===== src/rtl/counter16_cmos_pkg.sv =====
// counter16_cmos_pkg
//   Shared constants for the CMOS-track counter stage. The default counter
//   width and the reset/load encodings live here, so the top, the cells and
//   the bench all agree on them.
`ifndef COUNTER16_CMOS_PKG_SV
`define COUNTER16_CMOS_PKG_SV
package counter16_cmos_pkg;
  localparam int   WIDTH_DEF  = 16;
  localparam logic RST_ACTIVE = 1'b0;  // rst_n level that clears state
  localparam logic ST_LOAD    = 1'b1;  // st level that loads x
endpackage
`endif


===== src/rtl/counter16_cmos_if.sv =====
// counter16_cmos_if
//   Bundles the counter's load/count controls and its outputs.
//   master : drives st, x, en; observes o, wrap
//   slave  : the counter; observes st, x, en; drives o, wrap
interface counter16_cmos_if #(parameter int WIDTH = 16);
  logic             st;
  logic [WIDTH-1:0] x;
  logic             en;
  logic [WIDTH-1:0] o;
  logic             wrap;

  modport master (output st, x, en, input  o, wrap);
  modport slave  (input  st, x, en, output o, wrap);
endinterface


===== src/rtl/counter16_cmos_dff.sv =====
// Gate-level cells for the CMOS-track counter.
//   nand_cmos : 2-input NAND primitive (a_i, b_i -> y_o)
//   mux2_cmos : 2:1 mux from four NANDs; y_o = s_i ? a_i : b_i
//   dff_cmos  : 1-bit rising-edge flop with synchronous active-low reset
//               (clk_i, rst_ni, d_i -> q_o)
module nand_cmos (
  input  logic a_i,
  input  logic b_i,
  output logic y_o
);
  assign y_o = ~(a_i & b_i);
endmodule

module mux2_cmos (
  input  logic s_i,
  input  logic a_i,
  input  logic b_i,
  output logic y_o
);
  logic s_n, t_a, t_b;
  nand_cmos u_inv (.a_i(s_i), .b_i(s_i), .y_o(s_n));
  nand_cmos u_na  (.a_i(a_i), .b_i(s_i), .y_o(t_a));
  nand_cmos u_nb  (.a_i(b_i), .b_i(s_n), .y_o(t_b));
  nand_cmos u_out (.a_i(t_a), .b_i(t_b), .y_o(y_o));
endmodule

module dff_cmos (
  input  logic clk_i,
  input  logic rst_ni,
  input  logic d_i,
  output logic q_o
);
  logic t_n, d_g, q_q, q_d;

  // Reset gate on D: d_g = d_i & rst_ni. Because it sits in front of the
  // storage element, reset only takes effect at a rising edge.
  nand_cmos u_rg0 (.a_i(d_i), .b_i(rst_ni), .y_o(t_n));
  nand_cmos u_rg1 (.a_i(t_n), .b_i(t_n),    .y_o(d_g));

  assign q_d = d_g;

  // Edge-triggered storage standing in for the NAND master/slave latch pair.
  always_ff @(posedge clk_i) begin
    q_q <= q_d;
  end

  assign q_o = q_q;
endmodule


===== src/rtl/counter16_cmos.sv =====
// counter16_cmos
//   WIDTH-bit registered counter with a synchronous load, a count enable and
//   a one-cycle wrap pulse. The datapath is built entirely from NAND cells.
//   Ports:
//     clk   : clock, rising edge
//     rst_n : synchronous reset, active low (o=0, wrap=0)
//     bus   : slave side of counter16_cmos_if (st, x, en in; o, wrap out)
//   Edge priority: reset > load (st) > increment (en) > hold.
module counter16_cmos
  import counter16_cmos_pkg::*;
#(
  parameter int WIDTH = WIDTH_DEF
) (
  input logic             clk,
  input logic             rst_n,
  counter16_cmos_if.slave bus
);
  logic [WIDTH-1:0] o_q, o_d, sum, cnt_d;
  logic [WIDTH:0]   c;
  logic             wrap_q, wrap_d;
  logic             st_n, g_en, en_cnt, g_wr;

  // Incrementer: ripple half-adder chain with carry-in 1 at bit 0.
  assign c[0] = 1'b1;

  for (genvar i = 0; i < WIDTH; i++) begin : g_bit
    logic n1, n2, n3, na;
    // sum = o ^ c (4 NANDs)
    nand_cmos u_x1 (.a_i(o_q[i]), .b_i(c[i]), .y_o(n1));
    nand_cmos u_x2 (.a_i(o_q[i]), .b_i(n1),   .y_o(n2));
    nand_cmos u_x3 (.a_i(c[i]),   .b_i(n1),   .y_o(n3));
    nand_cmos u_x4 (.a_i(n2),     .b_i(n3),   .y_o(sum[i]));
    // carry = o & c (2 NANDs)
    nand_cmos u_a1 (.a_i(o_q[i]), .b_i(c[i]), .y_o(na));
    nand_cmos u_a2 (.a_i(na),     .b_i(na),   .y_o(c[i+1]));

    // Next state: inner mux picks increment vs hold, outer mux lets a load
    // override it. Reset is applied at the flop's D gate.
    mux2_cmos u_men (.s_i(bus.en), .a_i(sum[i]),   .b_i(o_q[i]),   .y_o(cnt_d[i]));
    mux2_cmos u_mst (.s_i(bus.st), .a_i(bus.x[i]), .b_i(cnt_d[i]), .y_o(o_d[i]));

    dff_cmos u_ff (.clk_i(clk), .rst_ni(rst_n), .d_i(o_d[i]), .q_o(o_q[i]));
  end

  // wrap_d = carry_out & en & ~st; a load edge always clears the flag.
  nand_cmos u_stn (.a_i(bus.st),   .b_i(bus.st), .y_o(st_n));
  nand_cmos u_ge0 (.a_i(bus.en),   .b_i(st_n),   .y_o(g_en));
  nand_cmos u_ge1 (.a_i(g_en),     .b_i(g_en),   .y_o(en_cnt));
  nand_cmos u_gw0 (.a_i(c[WIDTH]), .b_i(en_cnt), .y_o(g_wr));
  nand_cmos u_gw1 (.a_i(g_wr),     .b_i(g_wr),   .y_o(wrap_d));

  dff_cmos u_ff_wrap (.clk_i(clk), .rst_ni(rst_n), .d_i(wrap_d), .q_o(wrap_q));

  assign bus.o    = o_q;
  assign bus.wrap = wrap_q;
endmodule


===== src/flat_wrapper.sv =====
// flat-port wrapper written by rule: the top's interface ports become plain ports
module counter16_cmos_flat import counter16_cmos_pkg::*;
#(
  parameter int WIDTH = WIDTH_DEF
)
  (clk, rst_n, bus_st, bus_x, bus_en, bus_o, bus_wrap);
  counter16_cmos_if #(.WIDTH(WIDTH)) bus_i ();
  input logic clk;
  input logic rst_n;
  input wire logic [$bits(bus_i.st)-1:0] bus_st;
  input wire logic [$bits(bus_i.x)-1:0] bus_x;
  input wire logic [$bits(bus_i.en)-1:0] bus_en;
  output wire logic [$bits(bus_i.o)-1:0] bus_o;
  output wire logic [$bits(bus_i.wrap)-1:0] bus_wrap;
  assign bus_i.st = bus_st;
  assign bus_i.x = bus_x;
  assign bus_i.en = bus_en;
  assign bus_o = bus_i.o;
  assign bus_wrap = bus_i.wrap;
  counter16_cmos #(.WIDTH(WIDTH)) u_core (.clk(clk), .rst_n(rst_n), .bus(bus_i));
endmodule

===== config.mk =====
export PLATFORM = sky130hd
export DESIGN_NAME = counter16_cmos_flat
export DESIGN_NICKNAME = d
export VERILOG_FILES = /design/src/rtl/counter16_cmos_pkg.sv /design/src/rtl/counter16_cmos_if.sv /design/src/rtl/counter16_cmos_dff.sv /design/src/rtl/counter16_cmos.sv /design/src/flat_wrapper.sv
export SDC_FILE = /design/constraint.sdc
export NUM_CORES = 1
export LEC_CHECK = 0
export CELL_PAD_IN_SITES_DETAIL_PLACEMENT = 2
export CELL_PAD_IN_SITES_GLOBAL_PLACEMENT = 2
export CORE_ASPECT_RATIO = 1.75
export CORE_UTILIZATION = 31
export DETAILED_ROUTE_END_ITERATION = 8
export GPL_TIMING_DRIVEN = 0
export PLACE_DENSITY_LB_ADDON = 0.12
export SYNTH_ARGS = -nofsm -noshare
export SYNTH_HDL_FRONTEND = slang
export SYNTH_SLANG_ARGS = --single-unit

===== constraint.sdc =====
create_clock -name clk -period 5.3 [get_ports clk]
set_clock_uncertainty 0.1 [all_clocks]
set_input_delay 1.06 -clock clk [delete_from_list [all_inputs] [get_ports clk]]
set_output_delay 1.06 -clock clk [all_outputs]
set_load 0.02 [all_outputs]

==> run summary <==
Outcome -> completed
Vias after detailed routing -> 888
Routed wire length -> 2.89 mm
Switching pwr -> 0.0934 mW
Least-Margin Pin Slew -> 582 ps
CP endpoint kind -> flop
Post-Syn Area -> 1180 sq um
Port bufs -> 34
R2R Path End -> u_core.g_bit[15].u_ff.q_o
Final Core Density -> 0.449
HP Class -> reg -> reg
DIE AREA -> 4080 sq um
Chip Width -> 48.7 microns
Vias in the first global route -> 1013
Post-route DRC -> 0
Internal power -> 0.253 mW
Yosys warning count -> 0
H-tree levels -> 1
CP endpoint -> u_core.g_bit[15].u_ff.q_o
Final Net Count -> 178
Ranking of synthesized cells by area -> dfxtp_1 29%, ha_1 16%, o211a_1 14%, buf_4 10%, mux2_4 10%
CP startpoint kind -> flop
# hold bufs at CTS -> 0
P per Cell Area -> 213 nW/um^2
VDD IR max -> 0.127 mV
Setup Buffers After CTS -> 0
CP Class -> reg -> reg
Fraction of layout cells with a size suffix above 1 -> 0.282
CTS Buf Count -> 3
Global-route wire length before repair -> 4.75 mm
Cell total after placement -> 184
Worst skew pair latency -> 250 ps
CP max stage delay -> 340 ps
Drt first pass iters -> 3
Req. time, crit path -> 5350 ps
Clk root buf -> clkbuf_8
Clk sinks -> 17
Largest net degree at the start of global routing -> 11
Worst-path clk slew -> 80 ps
Crit-path cells -> ha_1 -> ha_1 -> ha_1 -> ha_1 -> ha_1 -> ha_1 -> ha_1 -> ha_1 -> ha_1 -> ha_1 -> ha_1 -> ha_1 -> ha_1 -> ha_1 -> ha_1 -> mux2_4 -> o211a_1
Fmax -> 0.258 GHz
Detailed placer's ending HPWL -> 2.25 mm
Total Routing Usage GR -> 0.154
CTS tree -> built
Most common cell after layout, fill and taps aside -> clkdlybuf4s50_1
Final setup viols -> 0
Critical path arrival -> 3930 ps
Starting Density -> 0.326
Gpl congestion -> 0.670
Critical Path Most Common Cell -> ha_1
Maxcap violations -> 0
Tcrit/Tclk final -> 0.732
Synth unique cells -> 15
Total Power -> 0.347 mW
Reg2reg path depth -> 17
PostCTS Resize Cnt -> 0
Max FO, Critical Path -> 3
Sw frac -> 0.269
ANT cells -> 0
Sequential Power Share -> 0.417
CP Launch Point -> u_core.g_bit[1].u_ff.q_o
Area of the core -> 3630 sq um
Post-Layout Cell Count -> 188
Post-synth top area cell -> dfxtp_1
RSZ-0062 raised after global routing -> no
I/O pins -> 37
Syn Inst Count -> 104
Die height -> 83.7 microns
Mean Syn Cell Area -> 11.4 sq um
Slew margin rel. -> 0.612
Clock power frac -> 0.286
Routed wire per std cell -> 15.4 microns
Final hold vios -> 0
Number of cell rows -> 29
Post-synthesis net count -> 139
Fin. max-slew vios -> 0
DRT iter0 DRCs -> 11
Slowest CP cell -> dfxtp_1
Area share of the largest cell type after synthesis -> 0.288
Fillcell total -> 388
Initial antenna violation count -> 0
FF-to-FF Start -> u_core.g_bit[1].u_ff.q_o
Setup_tns -> 0 ps
Number of synthesized register bits -> 17
DR vias/cell -> 4.72
Reg2Reg Setup Slack -> 1420 ps
Final ANT Viol Nets -> 0
Highest-count cells in the layout ignoring fill and taps -> 34 x clkdlybuf4s50_1, 17 x dfxtp_1, 16 x o211a_1, 16 x buf_4, 15 x ha_1
Combinational power share -> 0.296
Final Critical Period -> 3880 ps
P&R area growth vs syn -> 37.5%
Deepest clock path buffer count -> 2
Post-synthesis sequential area ratio -> 0.288
Leakage power -> 0.884 nW
Total gr overflow -> 0
logic make-up (layout without fill, tap and decap cells):
group           after synthesis  after routing  synth area share
flops                        17             17             0.288
fa+ha+maj                    15             15             0.159
mux                          15             15             0.168
xor+xnor                      1              1           0.00740
buf+inv                      23             61             0.146
simple gates                 17             17            0.0973
compound gates               16             16             0.135
registers in the layout (all words and copies together) (netlist names):
| signal | cells |
|---|---|
| u_core.g_bit.u_ff.q_o | 16 |
| u_core.u_ff_wrap.q_o | 1 |
cell usage after synthesis:
library cell	number
and4b_2	1
buf_1	1
buf_12	1
buf_2	2
buf_4	16
buf_6	1
clkbuf_1	2
dfxtp_1	17
ha_1	15
mux2_2	7
mux2_4	8
nand2b_1	13
o211a_1	16
or2b_1	3
xor2_1	1
critical path: cells and delay by family, from the launching register on:
kind / cells / cell delay [ps]
adders and majority gates: 15 / 2880
DFF: 1 / 340
muxes: 1 / 250
AOI/OAI and AO/OA: 1 / 200
layer usage:
layer  share of wire  global-route usage  vias to the layer above
met5               0                   0                        -
met4          0.0073              0.0481                        0
met3           0.030              0.0182                        2
met2            0.58               0.307                       21
met1            0.38               0.160                      435
li1                -                   -                      430
final cells by class:
cell class	instances	area, sq um	share of cell area
Multi-Input combinational cell	64	671	0.412
Clock inverter	1	5.00	0.00307
Timing Repair Buffer	34	340	0.209
Clock buffer	3	41.3	0.0254
Tap cell	46	57.6	0.0354
Buffer	23	173	0.106
Sequential cell	17	340	0.209
power groups by stage:
stage	Clock [mW]	Combinational [mW]	Sequential [mW]
after floorplan	0	0.0648	0.146
after global placement	0	0.101	0.147
after detailed placement	0	0.104	0.148
after CTS	0.105	0.105	0.145
after global routing	0.110	0.111	0.146
final	0.0994	0.103	0.145
stage by stage:
step | cell area [sq um] | hold WS (ps) | setup WS [ps]
finish | 1630 | 538 | 1420
floorplan | 1180 | 489 | 1670
CTS | 1630 | 544 | 1370
detailed placement | 1580 | 518 | 1390
global route | 1630 | 591 | 1250
global placement | 1580 | 513 | 1410
worst min-delay path by stage:
stage                                  start                  endpoint  cells after the start
CTS                 u_core.g_bit[0].u_ff.q_o  u_core.g_bit[0].u_ff.q_o                      2
finish              u_core.g_bit[0].u_ff.q_o  u_core.g_bit[0].u_ff.q_o                      2
global placement    u_core.g_bit[0].u_ff.q_o  u_core.g_bit[0].u_ff.q_o                      2
global route        u_core.g_bit[4].u_ff.q_o  u_core.g_bit[4].u_ff.q_o                      2
detailed placement  u_core.g_bit[0].u_ff.q_o  u_core.g_bit[0].u_ff.q_o                      2
floorplan           u_core.g_bit[0].u_ff.q_o  u_core.g_bit[0].u_ff.q_o                      2
No activity file was read; power rests on OpenSTA's default activity.
